File: config.mk
export PLATFORM = sky130hd
export DESIGN_NAME = des_word_aligner
export DESIGN_NICKNAME = d
export VERILOG_FILES = /design/src/rtl/des_align_pkg.sv /design/src/rtl/des_align_match.sv /design/src/rtl/des_word_aligner.sv
export SDC_FILE = /design/constraint.sdc
export NUM_CORES = 1
export LEC_CHECK = 0
export BUFFER_PORTS_ARGS = -buffer_cell sky130_fd_sc_hd__buf_2
export CORE_MARGIN = 5
export CORE_UTILIZATION = 61
export DETAILED_ROUTE_END_ITERATION = 7
export GPL_ROUTABILITY_DRIVEN = 0
export HOLD_SLACK_MARGIN = 0.15
export PLACE_DENSITY = 0.83
export SLEW_MARGIN = 5
export SYNTH_ARGS = -nofsm -noshare
export SYNTH_HDL_FRONTEND = slang
export SYNTH_HIERARCHICAL = 1
export SYNTH_SLANG_ARGS = --single-unit
File: constraint.sdc
create_clock -name clk -period 4.2 [get_ports clk]
set_clock_uncertainty 0.1 [all_clocks]
set_input_delay 0 -clock clk [delete_from_list [all_inputs] [get_ports clk]]
set_output_delay 0 -clock clk [all_outputs]
set_load 0.01 [all_outputs]
File: src/rtl/des_align_pkg.sv
// Shared types and sizing helpers for the deserializer word aligner.
`ifndef SERDES_STAGES
`define SERDES_STAGES 2
`endif

package des_align_pkg;

   typedef enum logic [1:0] {
      ST_IDLE    = 2'd0,
      ST_SEARCH  = 2'd1,
      ST_CONFIRM = 2'd2,
      ST_LOCKED  = 2'd3
   } des_align_state_t;

   // Width that holds 0..max(confirm_n, loss_n) without wrapping.
   function automatic int cnt_width(input int confirm_n, input int loss_n);
      int m;
      m = (confirm_n > loss_n) ? confirm_n : loss_n;
      return $clog2(m + 1);
   endfunction

endpackage

File: src/rtl/des_align_match.sv
// Compares every bit offset of {din, prev} against the training word and
// reports the lowest matching offset.
module des_align_match
   import des_align_pkg::*;
#(
   parameter int               WIDTH     = 4,
   parameter logic [WIDTH-1:0] TRAIN_PAT = WIDTH'(1)
) (
   input  logic [2*WIDTH-1:0]         cat,
   output logic                       hit,
   output logic [$clog2(WIDTH)-1:0]   idx
);

   logic [WIDTH-1:0] eq;

   for (genvar g = 0; g < WIDTH; g++) begin : g_cmp
      assign eq[g] = (cat[g +: WIDTH] == TRAIN_PAT);
   end

   // Walk high to low so the lowest matching offset is the one left standing.
   always_comb begin
      hit = 1'b0;
      idx = '0;
      for (int s = WIDTH - 1; s >= 0; s--) begin
         if (eq[s]) begin
            hit = 1'b1;
            idx = ($clog2(WIDTH))'(s);
         end
      end
   end

endmodule

File: src/rtl/des_word_aligner.sv
// Word aligner: searches for the training word across all bit offsets,
// confirms it, then emits aligned payload. Optional err_cnt via DES_ALIGN_ERRCNT_EN.
`ifndef SERDES_STAGES
`define SERDES_STAGES 2
`endif

module des_word_aligner
   import des_align_pkg::*;
#(
   parameter int               WIDTH     = 2**`SERDES_STAGES,
   parameter logic [WIDTH-1:0] TRAIN_PAT = WIDTH'(1),
   parameter int               CONFIRM_N = 4,
   parameter int               LOSS_N    = 4
) (
   input  logic                      clk,
   input  logic                      rstb,
   input  logic [WIDTH-1:0]          din,
   input  logic                      train_en,
   input  logic                      realign,
   output logic [WIDTH-1:0]          dout,
   output logic                      dout_valid,
   output logic                      locked,
   output logic [$clog2(WIDTH)-1:0]  shift
`ifdef DES_ALIGN_ERRCNT_EN
   ,
   output logic [7:0]                err_cnt
`endif
);

   localparam int SW = $clog2(WIDTH);
   localparam int CW = cnt_width(CONFIRM_N, LOSS_N);
   localparam logic [CW-1:0] CONFIRM_LAST = CW'(CONFIRM_N - 1);
   localparam logic [CW-1:0] LOSS_LAST    = CW'(LOSS_N - 1);

   des_align_state_t   state_q, state_d;
   logic [WIDTH-1:0]   prev_q, prev_d, dout_q, dout_d;
   logic               dout_valid_q, dout_valid_d, locked_q, locked_d;
   logic [SW-1:0]      shift_q, shift_d;
   logic [CW-1:0]      cnt_q, cnt_d, miss_q, miss_d;

   logic [2*WIDTH-1:0] cat;
   logic [WIDTH-1:0]   aligned;
   logic               match, hit;
   logic [SW-1:0]      idx;

   assign cat     = {din, prev_q};
   assign aligned = cat[shift_q +: WIDTH];
   assign match   = (aligned == TRAIN_PAT);

   des_align_match #(
      .WIDTH     (WIDTH),
      .TRAIN_PAT (TRAIN_PAT)
   ) u_match (
      .cat (cat),
      .hit (hit),
      .idx (idx)
   );

   always_comb begin
      state_d = state_q;
      shift_d = shift_q;
      cnt_d   = cnt_q;
      miss_d  = miss_q;
      prev_d  = din;
      dout_d  = aligned;
      if (realign) begin
         state_d = ST_SEARCH;
         cnt_d   = '0;
         miss_d  = '0;
      end else begin
         case (state_q)
            ST_IDLE: if (train_en) state_d = ST_SEARCH;
            ST_SEARCH: begin
               if (!train_en) begin
                  state_d = ST_IDLE;
               end else if (hit) begin
                  shift_d = idx;
                  cnt_d   = CW'(1);
                  miss_d  = '0;
                  state_d = (CONFIRM_N <= 1) ? ST_LOCKED : ST_CONFIRM;
               end
            end
            ST_CONFIRM: begin
               if (!train_en) begin
                  state_d = ST_IDLE;
                  cnt_d   = '0;
               end else if (!match) begin
                  state_d = ST_SEARCH;
                  cnt_d   = '0;
               end else begin
                  cnt_d = cnt_q + CW'(1);
                  if (cnt_q >= CONFIRM_LAST) begin
                     state_d = ST_LOCKED;
                     miss_d  = '0;
                  end
               end
            end
            ST_LOCKED: begin
               // Payload mode (train_en low) leaves the miss counter untouched.
               if (train_en) begin
                  if (match) begin
                     miss_d = '0;
                  end else if (miss_q >= LOSS_LAST) begin
                     state_d = ST_SEARCH;
                     miss_d  = '0;
                     cnt_d   = '0;
                  end else begin
                     miss_d = miss_q + CW'(1);
                  end
               end
            end
            default: state_d = ST_IDLE;
         endcase
      end
      locked_d     = (state_d == ST_LOCKED);
      dout_valid_d = !realign && (state_q == ST_LOCKED) && !train_en;
   end

   always_ff @(posedge clk or negedge rstb) begin
      if (!rstb) begin
         state_q      <= ST_IDLE;
         prev_q       <= '0;
         dout_q       <= '0;
         dout_valid_q <= 1'b0;
         locked_q     <= 1'b0;
         shift_q      <= '0;
         cnt_q        <= '0;
         miss_q       <= '0;
      end else begin
         state_q      <= state_d;
         prev_q       <= prev_d;
         dout_q       <= dout_d;
         dout_valid_q <= dout_valid_d;
         locked_q     <= locked_d;
         shift_q      <= shift_d;
         cnt_q        <= cnt_d;
         miss_q       <= miss_d;
      end
   end

   assign dout       = dout_q;
   assign dout_valid = dout_valid_q;
   assign locked     = locked_q;
   assign shift      = shift_q;

`ifdef DES_ALIGN_ERRCNT_EN
   logic [7:0] err_cnt_q, err_cnt_d;

   always_comb begin
      err_cnt_d = err_cnt_q;
      if (realign)
         err_cnt_d = '0;
      else if ((state_q == ST_LOCKED) && train_en && !match && (err_cnt_q != 8'hFF))
         err_cnt_d = err_cnt_q + 8'd1;
   end

   always_ff @(posedge clk or negedge rstb) begin
      if (!rstb) err_cnt_q <= '0;
      else       err_cnt_q <= err_cnt_d;
   end

   assign err_cnt = err_cnt_q;
`endif

endmodule

==> metrics.txt, run 1 <==
Clock transition at path regs 120 ps; vias 1050; post-synthesis sequential area ratio 39.6%; diode count 0; core box area slightly below 0.002 mm2; R2R depth 7; post-synthesis cell count 120; Worst Setup Slack, final about 1700 ps; Post-CTS Setup Inserts 0; top post-synthesis cells by area dfrtp_1 40%, ha_1 7.9%, mux4_1 6.2%; top cell type's share of synthesized area 39.6%; die area 0.00308 mm2; total length of routed wires ~2700 um; largest area contributor in the netlist dfrtp_1; setup_tns 0 ps; post_cts resized 0; PwrDens 341 mW/mm2; unrepaired setup endpoints after global routing no; reg2reg end locked$_DFF_PN0_; Setup Viol. Count Final 0; H-tree depth 1; NetSw 0.139 mW; number of global-route vias before repair 997; #FFs+latches synth 20; YS warnings 6; post-layout util approximately three quarters; Post-synth EDFFs 0; Initial Utilization 64.5%; number of cell rows 16; Comb power frac 23.4%; PortBufs 15; Post-Synth Simple-Gate Area 17.0%; Mapped Area 0.00126 mm2; synth-to-layout area growth 16.9%; layout cell share with drive strength beyond 1 18.9%; Worst Tran Pin Value 929 ps; dpl hpwl 1760 um; multiplexer area fraction after synthesis 12.4%; Critical Path Source cnt_q[0]$_DFFE_PN0P_; Synth Area in Adders 7.91%; CTS Sinks 20; Worst EP required 4270 ps; Top Ports 16; r2r setup slk about 1700 ps; XOR/XNOR Fraction of Synth Area 0%; Lkg Pwr between 0.6 and 0.7 nW; post-synthesis compound-gate area fraction 16.9%; switching share of power 27.5%; cts hold-fix bufs 9; power share of the clock group between 30 and 40%; drt drc 0; CP max FO 5; post-synthesis async set-or-reset flop share 100%; global route overflow 0; CP Launch Type register; Post-synth top flop dfrtp_1; Critical R2R Launch cnt_q[0]$_DFFE_PN0P_; deepest clock path buffer count 2; Post-Syn Area per Cell 10.5 um2; post-placement worst setup slack 1770 ps; Worst EP arrival 2540 ps; slew margin rel. roughly 38%; Max VDD drop about 0.00037 V; Root Buffer clkbuf_4; vias per std cell 6.18; fin crit period 2460 ps; Die Height 55.5 um; Peak Freq 406 MHz; number of max-cap violations 0; syn_nets 136; crit end category register; largest family of logic cells by synthesized area simple AND/OR/NAND/NOR gates; Routed Antenna Nets 0; initial antenna violation count 0; critical path class register to register; drt first-iter violations 44; largest net degree at the start of global routing 21; Die Width about 56 um; outcome finished clean; P_int between 0.3 and 0.4 mW; Inserted Clock Buffers 3; hold crit path type input pin to register; routed wire length per instance approximately 16 um; Netlist cell types 41; Pins Over Slew Limit 0; Clk Latency, worst-skew pair 300 ps; Critical Path Sink locked$_DFF_PN0_; Pre-antenna DRT Iters 4; first-pass GRT wire length 4560 um; Hold Vio Cnt, Final 0; Total Routing Usage GR 18.3%; Total Nets Final 160; most frequent cells after synthesis 20 x dfrtp_1, 11 x inv_1, 9 x nor2_1, 8 x ha_1; CTS tree built; top-count cell post-synth dfrtp_1; Final period util 58.7%; Reg power frac 45.8%
## worst max-delay path, cell delays in order (launching register included)
cell and delay (ps):
dfrtp_1 440, ha_1 220, ha_1 180, a211oi_1 530, nor2_1 70, or3_1 320, a221oi_1 360, a2bb2oi_1 110
## cell type report
type / count / area, um2
Clock inverter: 1 / 30.0
Timing Repair Buffer: 24 / 165
Multi-Input combinational cell: 84 / 686
Inverter: 11 / 41.3
Fill cell: 150 / 483
Sequential cell: 20 / 500
Tap cell: 27 / 33.8
Clock buffer: 3 / 22.5
## layout by cell type (no fill, tap or decap), drive strengths merged, types with 2 or more instances in the layout
master,netlist,layout
a211o,2,2
a211oi,2,2
a21oi,7,7
a32oi,2,2
buf,3,15
clkbuf,2,3
dfrtp,20,20
dlygate4sd3,0,9
ha,8,8
inv,11,11
mux2,2,2
mux4,5,5
nand2,7,7
nand2b,2,2
nand3b,2,2
nor2,9,9
nor3,3,3
nor3b,2,2
nor4,2,2
o211ai,2,2
o21ai,3,3
o31ai,2,2
or2,4,4
or3,4,4
## state kept, by name, indices dropped and copies added, names as in the netlist
| register | count |
|---|---|
| dout | 4 |
| prev_q | 4 |
| cnt_q | 3 |
| miss_q | 3 |
| shift | 2 |
| state_q | 2 |
| dout_valid | 1 |
| locked | 1 |
## worst min-delay path by stage
stage | depth (start not counted) | start | endpoint
after global placement | 1 | rstb | dout[3]$_DFF_PN0_
after global routing | 2 | din[3] | prev_q[3]$_DFF_PN0_
after detailed placement | 1 | rstb | miss_q[0]$_DFFE_PN0P_
final | 2 | din[3] | prev_q[3]$_DFF_PN0_
after CTS | 2 | din[3] | prev_q[3]$_DFF_PN0_
after floorplan | 0 | rstb | cnt_q[0]$_DFFE_PN0P_
## logic make-up after synthesis
group | count (synthesis)
multiplexers | 8
flip-flops | 20
buffers and inverters | 16
AND/OR/NAND/NOR | 38
adder cells (fa/ha/maj) | 8
AO/OA/AOI/OAI | 30
## metrics by stage
step           std cells  cell area [um2]  total power, mW  hold slack, ps
2_1_floorplan        120             1260            0.316            -396
3_3_place_gp         157             1340            0.340            -135
3_5_place_dp         157             1340            0.344            -126
4_1_cts              170             1480            0.505             226
5_1_grt              170             1480            0.533             271
6_report             170             1480            0.504             264
## per-layer routing
metal | part of all wire (%) | wire, um | GRT usage [%] | vias to the layer above
met4 | 1.0 | 27 | 6.25 | 0
met3 | 9.0 | 242 | 3.26 | 4
met1 | 42 | 1140 | 25.8 | 498
met2 | 47 | 1280 | 28.2 | 52
li1 | - | - | - | 496
met5 | 0 | 0 | 0 | -
## power by group through the flow
| stage | logic [mW] | clock network [mW] | registers (mW) |
|---|---|---|---|
| 2_1_floorplan | 0.0836 | 0 | 0.232 |
| 3_3_place_gp | 0.107 | 0 | 0.233 |
| 3_5_place_dp | 0.109 | 0 | 0.234 |
| 4_1_cts | 0.116 | 0.158 | 0.230 |
| 5_1_grt | 0.130 | 0.169 | 0.234 |
| 6_report | 0.118 | 0.155 | 0.231 |
Power figures use the tool's default switching activity.
==> inputs of run 2 (changes only) <==
--- a/config.mk
+++ b/config.mk
@@ -5,13 +5,14 @@
 export SDC_FILE = /design/constraint.sdc
 export NUM_CORES = 1
 export LEC_CHECK = 0
+export ABC_AREA = 1
 export BUFFER_PORTS_ARGS = -buffer_cell sky130_fd_sc_hd__buf_2
 export CORE_MARGIN = 5
-export CORE_UTILIZATION = 61
+export CORE_UTILIZATION = 57
 export DETAILED_ROUTE_END_ITERATION = 7
 export GPL_ROUTABILITY_DRIVEN = 0
 export HOLD_SLACK_MARGIN = 0.15
-export PLACE_DENSITY = 0.83
+export PLACE_DENSITY = 0.78
 export SLEW_MARGIN = 5
 export SYNTH_ARGS = -nofsm -noshare
 export SYNTH_HDL_FRONTEND = slang
==> constraint.sdc (replaced) <==
create_clock -name clk -period 2.4 [get_ports clk]
set_clock_uncertainty 0.1 [all_clocks]
set_input_delay 0 -clock clk [delete_from_list [all_inputs] [get_ports clk]]
set_output_delay 0 -clock clk [all_outputs]
set_load 0.01 [all_outputs]
==> metrics.txt, run 2 <==
cts hold-fix bufs 9; top-count cell post-synth nand2_1; Inserted Clock Buffers 3; critical path class register to register; Post-Syn Area per Cell 7.52 um2; most frequent cells after synthesis 42 x nand2_1, 30 x inv_1, 20 x dfrtp_1, 18 x nand3_1, 16 x nor2_1; vias per std cell 5.52; unrepaired setup endpoints after global routing no; first-pass GRT wire length 5310 um; largest area contributor in the netlist dfrtp_1; hold crit path type input pin to register; Root Buffer clkbuf_4; H-tree depth 1; Lkg Pwr between 0.8 and 0.9 nW; Critical R2R Launch shift[0]$_DFFE_PN0P_; drt first-iter violations 74; vias 1302; reg2reg end cnt_q[1]$_DFFE_PN0P_; most common cell after layout, fill and taps aside nand2_1; Peak Freq roughly 450 MHz; slew margin rel. 37.4%; crit end category register; Setup Viol. Count Final 0; end of the worst hold path prev_q[3]$_DFF_PN0_; post_cts resized 0; number of global-route vias before repair 1298; Clk Latency, worst-skew pair 290 ps; post-synthesis sequential area ratio approximately 36%; Worst Tran Pin Value a little over 900 ps; CTS tree built; Critical Path Source shift[0]$_DFFE_PN0P_; setup_tns 0 ps; Final period util 92.3%; CP Launch Type register; Die Width roughly 59 um; synth-to-layout area growth 15.0%; post-placement worst setup slack 659 ps; initial antenna violation count 0; CP max FO 9; Pre-antenna DRT Iters 5; syn_nets approximately 200; CTS Sinks 20; fillcell total 194; core box area roughly 0.0023 mm2; diode count 0; largest net degree at the start of global routing 21; Die Height 59.1 um; Mapped Area 0.00138 mm2; Post-synth top flop dfrtp_1; Hold Vio Cnt, Final 0; Initial Utilization 61.0%; total length of routed wires 3010 um; Hold Path Cell Cnt 2; Post-synth EDFFs 0; #FFs+latches synth 20; global route overflow 0; PwrDens 937 mW/mm2; Max VDD drop 0.000667 V; YS warnings 6; post-synthesis async set-or-reset flop share 100%; CP cell instances nand2_1 -> nand3_1 -> nand2_2 -> nor2_4 -> nand2_4 -> nor3_2 -> dlygate4sd3_1 -> nand3_1 -> o21ai_2; Pins Over Slew Limit 0; drt drc 0; layout cell share with drive strength beyond 1 22.1%; Total Nets Final 226; Worst Setup Slack, final about 190 ps; fin crit period 2210 ps; min-delay src din[3]; final instance area 0.00158 mm2; slowest cell on the critical path dfrtp_1; R2R depth 9; Routed Antenna Nets 0; outcome finished clean; Area after DPL 0.00147 mm2; Clock transition at path regs 110 ps; routed wire length per instance 12.8 um; Worst EP arrival 2350 ps; top cell type's share of synthesized area 36.4%; most frequent cells in the layout 42 x nand2_1, 30 x inv_1, 20 x dfrtp_1, 18 x nand3_1, 16 x nor2_1; r2r setup slk 190 ps; max incr delay on CP 610 ps; Top Ports 16; PortBufs 15; top post-synthesis cells by area dfrtp_1 36%, nand2_1 11%, inv_1 8.2%; Worst EP required ~2500 ps; Post-CTS Setup Inserts 0; Netlist cell types 27; die area approximately 0.0035 mm2; Crit path top cell by count nand3_1; Total Routing Usage GR between 15 and 20%; post-synthesis cell count ~180; deepest clock path buffer count 2; number of max-cap violations 0; number of cell rows 17; dpl hpwl 2200 um
-- run 2: cell types whose count changed in the layout (fill, tap and decap cells not counted), moves of 3 or more --
cell | previous run | this run
nand3_1 | 1 | 18
o21ai_0 | 3 | 7
o21ai_1 | 0 | 5
mux4_1 | 3 | 0
nand2_2 | 0 | 9
nand3_2 | 0 | 5
nand2_1 | 7 | 42
inv_1 | 11 | 30
or3_1 | 4 | 0
nand2_4 | 0 | 3
a21oi_1 | 7 | 2
nor2_1 | 9 | 16
-- run 2: cells by family (layout without fill, tap and decap cells) --
group | after synthesis | in the layout | synth area share, %
DFF | 20 | 20 | 36.4
and+or+nand+nor | 101 | 101 | 37.2
buffers and inverters | 35 | 60 | 10.7
adders and majority gates | 8 | 8 | 7.27
AOI/OAI and AO/OA | 19 | 19 | 8.45
-- run 2: worst max path at each step --
stage	endpoint	cells after the start
2_1_floorplan	locked$_DFF_PN0_	10
3_3_place_gp	state_q[1]$_DFF_PN0_	10
3_5_place_dp	cnt_q[2]$_DFFE_PN0P_	11
4_1_cts	cnt_q[1]$_DFFE_PN0P_	9
5_1_grt	cnt_q[1]$_DFFE_PN0P_	9
6_report	cnt_q[1]$_DFFE_PN0P_	9
-- run 2: worst max-delay path, delay by kind of cell, from the launching register on --
family / cells / cell delay (ps)
buf+inv: 1 / 590
flops: 1 / 610
compound gates: 1 / 60
simple gates: 7 / 780
-- run 2: metrics by stage --
stage | util, % | std cells | power, mW | hold WS [ps]
after floorplan | - | 183 | 1.14 | -396
after global placement | 65.2 | 224 | 1.29 | -133
after detailed placement | 65.2 | 224 | 1.33 | -119
after CTS | 70.2 | 236 | 1.49 | 231
after global routing | 70.2 | 236 | 1.63 | 252
final | 70.2 | 236 | 1.48 | 251
-- run 2: report_power, final --
part	total (mW)	switching [mW]	leakage [nW]	internal [mW]
sequential	0.523	0.0970	0.250	0.426
combinational	0.803	0.510	0.571	0.293
clock	0.157	0.0982	0.0138	0.0584
total	1.48	0.705	0.834	0.777
-- run 2: area by class of cell --
class | instances | area [um2] | area share (%)
Sequential cell | 20 | 500 | 31.6
Multi-Input combinational cell | 128 | 728 | 46.0
Inverter | 33 | 131 | 8.30
Timing Repair Buffer | 24 | 165 | 10.4
Tap cell | 28 | 35.0 | 2.21
Clock buffer | 3 | 22.5 | 1.42
-- run 2: layer usage --
layer,vias up,GRT usage [%],routed length [um]
li1,628,-,-
met1,610,22.1,1200
met2,51,35.5,1570
met3,13,2.83,132
met4,0,9.39,101
met5,-,0,0
==> inputs of run 3 (changes only) <==
--- a/config.mk
+++ b/config.mk
@@ -7,12 +7,14 @@
 export LEC_CHECK = 0
 export ABC_AREA = 1
 export BUFFER_PORTS_ARGS = -buffer_cell sky130_fd_sc_hd__buf_2
+export CELL_PAD_IN_SITES_DETAIL_PLACEMENT = 0
+export CELL_PAD_IN_SITES_GLOBAL_PLACEMENT = 1
 export CORE_MARGIN = 5
-export CORE_UTILIZATION = 57
+export CORE_UTILIZATION = 42
 export DETAILED_ROUTE_END_ITERATION = 7
 export GPL_ROUTABILITY_DRIVEN = 0
 export HOLD_SLACK_MARGIN = 0.15
-export PLACE_DENSITY = 0.78
+export PLACE_DENSITY_LB_ADDON = 0.1
 export SLEW_MARGIN = 5
 export SYNTH_ARGS = -nofsm -noshare
 export SYNTH_HDL_FRONTEND = slang
==> metrics.txt, run 3 (same netlist as run 2, synthesis figures left out) <==
Root Buffer clkbuf_4; PortBufs 15; Total Routing Usage GR 14.8%; core box area 0.00310 mm2; Top Ports 16; initial antenna violation count 0; Register Area between 500 and 600 um2; Worst EP arrival 2340 ps; layout cell share with drive strength beyond 1 22.5%; Setup Viol. Count Final 0; max incr delay on CP 620 ps; deepest clock path buffer count 2; Lkg Pwr 0.841 nW; number of global-route vias before repair roughly 1200; Die Height 67.2 um; Hold Vio Cnt, Final 0; unrepaired setup endpoints after global routing no; diode count 0; Worst EP required 2550 ps; drt drc 0; setup_tns 0 ps; Post-CTS Setup Inserts 0; Reg power frac about 34%; met2 wire len 1370 um; Final period util 91.6%; total length of routed wires 2930 um; synth-to-layout area growth 17.5%; global route overflow 0; slew margin rel. 38.7%; Inserted Clock Buffers 3; hold crit path type input pin to register; largest net degree at the start of global routing 21; H-tree depth 1; Clk Latency, worst-skew pair 310 ps; post-layout util 52.1%; PwrDens 950 mW/mm2; Comb power frac a little over half; Initial Utilization 44.4%; Max VDD drop 0.000374 V; vias per std cell 4.70; drt first-iter violations 80; Multi-input gate area 728 um2; Peak Freq 455 MHz; DRT met1 WL about 1500 um; Clock transition at path regs approximately 130 ps; first-pass GRT wire length 5130 um; number of max-cap violations 0; CP cell instances inv_8 -> nand2_2 -> nand3_1 -> nand2_2 -> nand2_4 -> inv_2 -> nand2_4 -> nor3_2 -> dlygate4sd3_1 -> nand3b_1 -> o21ai_1; metal3 WL 66 um; fillcell total 320; CTS tree built; Routed Antenna Nets 0; number of cell rows 20; crit end category register; NetSw 0.724 mW; Pre-antenna DRT Iters 8; CTS Sinks 20; CP max FO 9; CP Launch Type register; top layer in use met4; die area 0.00452 mm2; vias 1190; total power draw 1.54 mW; most frequent cells in the layout 42 x nand2_1, 30 x inv_1, 20 x dfrtp_1, 18 x nand3_1, 16 x nor2_1; outcome finished clean; routed wire length per instance 11.6 um; dpl hpwl 2170 um; Pins Over Slew Limit 0; power share of the clock group 13.5%; switching share of power 47.1%; most common cell after layout, fill and taps aside nand2_1; Worst Tran Pin Value about 920 ps; slowest cell on the critical path dfrtp_1; r2r setup slk 200 ps; Total Nets Final 226; fin crit period between 2000 and 2500 ps; critical path class register to register; Die Width 67.2 um; P_int 0.813 mW
-- run 3: changes by cell type in the layout (fill, tap and decap cells not counted) --
cell      before  now
clkbuf_8       0    1
-- run 3: layer usage --
metal	track usage (%)	up-vias
li1	-	626
met1	20.1	548
met2	23.8	14
met3	2.00	2
met4	5.32	0
met5	0	-
-- run 3: final timing paths --
check / start / endpoint / cells after the start
worst max-delay path: shift[0]$_DFFE_PN0P_ / cnt_q[2]$_DFFE_PN0P_ / 11
worst min-delay path: din[3] / prev_q[3]$_DFF_PN0_ / 2
worst max register to register: shift[0]$_DFFE_PN0P_ / cnt_q[2]$_DFFE_PN0P_ / 11
worst min register to register: miss_q[2]$_DFFE_PN0P_ / miss_q[2]$_DFFE_PN0P_ / 2
max in group asynchronous: rstb / prev_q[0]$_DFF_PN0_ / 3
min in group asynchronous: rstb / cnt_q[2]$_DFFE_PN0P_ / 3
-- run 3: repair_timing --
item	CTS	global route
gates resized for setup	0	0
hold buffers	9	0
endpoints found under the hold margin	39	0
-- run 3: stage by stage --
step                hold WS [ps]  setup slack (ps)  cells  cell area (um2)
floorplan                   -396               811    183             1380
global placement            -126               650    240             1490
detailed placement          -122               630    240             1490
CTS                          221               208    253             1620
global route                 208              47.8    253             1620
finish                       223               202    253             1620
-- run 3: critical path: cells and delay by family (launching register included) --
kind,cells,cell delay (ps)
buf+inv,3,730
flops,1,620
simple gates,7,600
compound gates,1,70
-- run 3: final cells by class --
type / instances / area share [%]
multi-input cells: 128 / 45.0
flip-flops and latches: 20 / 31.0
repair buffers: 24 / 10.2
inverters: 33 / 8.13
well taps: 44 / 3.41
clock buffers: 4 / 2.24
-- run 3: power by group through the flow --
stage               Combinational (mW)  Clock [mW]  Sequential [mW]
finish                           0.808       0.207            0.521
global route                     0.908       0.229            0.535
CTS                              0.817       0.208            0.522
detailed placement               0.798           0            0.529
global placement                 0.798           0            0.519
floorplan                        0.622           0            0.523
